===== src/rtl/req_latch8.sv =====
`default_nettype none
// ============================================================================
// Module      : req_latch8
// Description : Eight-channel request latch. Synchronizes raw request lines,
//               captures edge or level events into a pending vector with
//               per-channel acknowledge, global clear and sticky overflow.
// Revision    : 1.0 - initial release
// ============================================================================
module req_latch8 #(
    parameter int EDGE = 1
) (
    input  logic       clk,
    input  logic       rst,
    input  logic       en,
    input  logic [7:0] req_in,
    input  logic       ack,
    input  logic [2:0] ack_idx,
    input  logic       clr_all,
    output logic [7:0] pend,
    output logic       any,
    output logic [7:0] ovf
);

    localparam int c_NCH = 8;

    logic [c_NCH-1:0] r_s1;
    logic [c_NCH-1:0] r_s2;
    logic [c_NCH-1:0] r_prev;
    logic [c_NCH-1:0] r_pend;
    logic [c_NCH-1:0] r_ovf;

    logic [c_NCH-1:0] w_evt;
    logic [c_NCH-1:0] w_set;
    logic [c_NCH-1:0] w_clear;
    logic [c_NCH-1:0] w_ovf_set;
    logic [c_NCH-1:0] w_pend_nxt;
    logic [c_NCH-1:0] w_ovf_nxt;

    // prev tracks s2 unconditionally so that en rising on an already-high
    // line does not look like a fresh edge.
    always_ff @(posedge clk or posedge rst) begin
        if (rst) begin
            r_s1   <= '0;
            r_s2   <= '0;
            r_prev <= '0;
        end else begin
            r_s1   <= req_in;
            r_s2   <= r_s1;
            r_prev <= r_s2;
        end
    end

    if (EDGE != 0) begin : g_edge
        assign w_evt     = r_s2 & ~r_prev;
        assign w_ovf_set = w_set & r_pend & ~w_clear;
    end else begin : g_level
        assign w_evt     = r_s2;
        assign w_ovf_set = '0;
    end

    for (genvar i = 0; i < c_NCH; i++) begin : g_ch
        assign w_clear[i] = (ack && (ack_idx == 3'(i))) || clr_all;
    end

    assign w_set      = w_evt & {c_NCH{en}};
    // A coincident set overrides the clear so no event is ever lost.
    assign w_pend_nxt = (r_pend & ~w_clear) | w_set;
    assign w_ovf_nxt  = clr_all ? '0 : (r_ovf | w_ovf_set);

    always_ff @(posedge clk or posedge rst) begin
        if (rst) begin
            r_pend <= '0;
            r_ovf  <= '0;
        end else begin
            r_pend <= w_pend_nxt;
            r_ovf  <= w_ovf_nxt;
        end
    end

    assign pend = r_pend;
    assign ovf  = r_ovf;
    assign any  = |r_pend;

endmodule
`default_nettype wire


===== config.mk =====
export PLATFORM = sky130hd
export DESIGN_NAME = req_latch8
export DESIGN_NICKNAME = d
export VERILOG_FILES = /design/src/rtl/req_latch8.sv
export SDC_FILE = /design/constraint.sdc
export NUM_CORES = 1
export LEC_CHECK = 0
export ABC_AREA = 1
export ABC_CLOCK_PERIOD_IN_PS = 1550
export BUFFER_PORTS_ARGS = -buffer_cell sky130_fd_sc_hd__clkbuf_2
export CORE_MARGIN = 8
export CORE_UTILIZATION = 49
export CTS_CLUSTER_DIAMETER = 200
export DETAILED_ROUTE_END_ITERATION = 8
export PLACE_DENSITY = 0.74
export SLEW_MARGIN = 30
export SYNTH_ARGS = -nofsm -noshare
export SYNTH_HDL_FRONTEND = slang
export SYNTH_SLANG_ARGS = --single-unit

===== constraint.sdc =====
create_clock -name clk -period 1.55 [get_ports clk]
set_clock_uncertainty 0.1 [all_clocks]
set_input_delay 0.0775 -clock clk [delete_from_list [all_inputs] [get_ports clk]]
set_output_delay 0.0775 -clock clk [all_outputs]
set_load 0.005 [all_outputs]

==> flow_summary.toml <==
[sta]
setup_violations = 0
timing.fmax_mhz = 712
fin_tns_setup_ns = 0
min_period_ns = 1.40
grt_setup_unrepaired = "no"
tightest_slew_ns = 0.468
hold_violations = 0
timing.final.crit_share_pct = 90.6
max-slew-margin-rel_pct = 68.8
slew_viol_final = 0

[power_and_ir_drop]
p_leak_nw = 1.00
p_per_area_mw_per_mm2 = 1080
vdd_drop_max_uv = 832
report.power.total_mw = 1.94

[hold_path]
holdCritPathClass = "primary input to register"
min_from = "ack_idx[2]"

[clocking]
htreeDepth = 2
cts_buffers = 5
path_clk_slew_ns = 0.11
cts_max_path_buffers = 2
cts-root-buf = "clkbuf_4"
post_cts.repair.setup_buffers = 0
clk_latency_ns = 0.33
cts_num_sinks = 40
cts_tree = "built"

[synth]
synth_seq_cells = 40
yosysSeqAreaShare_pct = 70.1
synth-main-ff-cell = "dfrtp_1"
ys_top_cells_by_area = "dfrtp_1 70%, nand2_1 11%, inv_1 5.0%, nor2_1 4.5%, nand3_1 4.2%"
async_flop_share_pct = 100
syn_area_mm2 = 0.00143
synth_most_common_cell = "nand2_1"
netlist.area_leader.share_pct = 70.1
synth-edff-count = 0
synthCells = 141
synth_common_cells = "42 x nand2_1, 40 x dfrtp_1, 19 x inv_1"
synth_top_area_cell = "dfrtp_1"
yosys_warnings = 0
synth_nets = 157
synth_cell_type_count = 12
synth_area_per_cell_um2 = 10.1

[cells_and_area]
layout.nets = 206
syn2layout_area_growth_pct = 26.6
n_antenna_cell = 0
drive_above_1_share_pct = 22.0
fill_cells = 235

[critical_path]
path_depth = 5
r2r_setup_slack_ns = 0.62
slowest_stage = "dfrtp_1"
startpoint_type = "register"
cp_num_buf_inv = 2
crit_chain = "inv_1 > nand2_1 > nor3_2 > nand3_1 > clkbuf_2"
critPathKind = "register to output port"
critPathRequiredTime_ns = 1.37
end_kind = "output port"
critPathCapture = "any"
r2r-start = "r_prev[0]"
cp_data_arrival_time_ns = 1.23
critPathTopFamily = "flip-flops"
path_max_fanout = 3
crit_path_start = "pend[0]"
rr_endpoint = "ovf[0]"
r2r_cells = 5
max_stage_delay_ns = 0.41

[detailed_routing]
wl_per_cell_um = 12.3
final_antenna_net_count = 0
drcViolationCount = 0
drt_iter0_drc = 50
viasPerCell = 4.70
via_count = 1044
drt_first_pass_iters = 4
finalWirelength_um = 2730

[job]
maxCapViolCount = 0

[placement]
io_buffers = 32
hpwl_um = 1970
gp_congestion = 0.888

[global_routing]
grt_max_degree = 41
grt_pass1_wl_um = 4660
grt_usage_pct = 11.7
grt_pass1_vias = 1104
antenna_found_initial = 0
overflow = 0

[floorplan]
pin_count = 33
core_area_mm2 = 0.00276
start_util_pct = 51.8
rows = 19
dieArea_mm2 = 0.00490
fp.dieW_um = 70.0
die_h_um = 70.0

[status]
status = "completed"
==> sequential cells by signal (all words and copies together), names as in the netlist <==
signal  cells
ovf         8
pend        8
r_s2        8
r_prev      8
r_s1        8
==> what timing repair did <==
item | 4_1_cts | 5_1_grt
hold endpoints to repair | 57 | 0
hold buffers | 11 | 0
endpoints found under the setup margin | 0 | 1
resized for setup | 0 | 1
==> stage by stage <==
| step | util (%) | setup slack [ns] | area [um^2] | hold WS [ns] | std cells |
|---|---|---|---|---|---|
| floorplan | - | 0.455 | 1430 | 0.00893 | 141 |
| global placement | 58.6 | 0.464 | 1620 | 0.0841 | 203 |
| detailed placement | 58.6 | 0.451 | 1620 | 0.0872 | 203 |
| CTS | 65.3 | 0.0511 | 1800 | 0.0284 | 222 |
| global route | 65.5 | 0.00817 | 1810 | 0.0578 | 222 |
| finish | 65.5 | 0.146 | 1810 | 0.0402 | 222 |
==> cells in the final DEF, fill, tap and decap left out <==
cell,n
bufinv_16,1
nand3_1,12
inv_2,1
o21ai_0,1
clkbuf_1,1
nor3_2,1
clkbuf_2,32
nand3b_1,4
buf_4,1
inv_1,19
dfrtp_1,40
nand2_1,42
nor2_1,17
nor3_1,1
clkinv_2,1
nand4_1,1
clkbuf_4,5
dlygate4sd3_1,11
==> worst reg2reg max path, delay by kind of cell, from the launching register on <==
| family | cells | cell delay, ns |
|---|---|---|
| buffers and inverters | 1 | 0.05 |
| flip-flops | 1 | 0.38 |
| AND/OR/NAND/NOR | 4 | 0.34 |
==> report_power, final <==
part / switching [mW] / internal [mW] / total [mW]
Combinational: 0.0933 / 0.0748 / 0.168
Sequential: 0.0290 / 1.09 / 1.12
Clock: 0.314 / 0.338 / 0.652
Total: 0.436 / 1.51 / 1.94
==> layout make-up <==
| type | count | area, um^2 | share of cell area [%] |
|---|---|---|---|
| Clock inverter | 2 | 35.0 | 1.94 |
| Timing Repair Buffer | 44 | 278 | 15.4 |
| Multi-Input combinational cell | 79 | 338 | 18.7 |
| Sequential cell | 40 | 1000 | 55.4 |
| Inverter | 20 | 75.1 | 4.16 |
| Clock buffer | 6 | 41.3 | 2.29 |
| Tap cell | 31 | 38.8 | 2.15 |
==> how the worst min path moves through the flow <==
stage / endpoint / slack, ns / cells past startpoint
finish: pend[0] / 0.04 / 5
global route: pend[0] / 0.06 / 5
CTS: pend[2] / 0.03 / 5
detailed placement: r_s1[7] / 0.09 / 1
global placement: r_s1[4] / 0.08 / 3
floorplan: r_s1[0] / 0.009 / 0
==> cells by family after synthesis <==
group / after synthesis / share of synthesized area [%]
flip-flops: 40 / 70.1
AND/OR/NAND/NOR: 78 / 23.0
buffers and inverters: 22 / 6.57
AO/OA/AOI/OAI: 1 / 0.350
==> layer usage <==
metal  wire length (um)  vias up  global-route usage, %
li1                   -      521                      -
met1               1140      489                   11.4
met2               1350       29                   20.2
met3                201        5                   5.08
met4                 40        0                   6.47
met5                  0        -                      0
(Power assumes the default switching activity.)
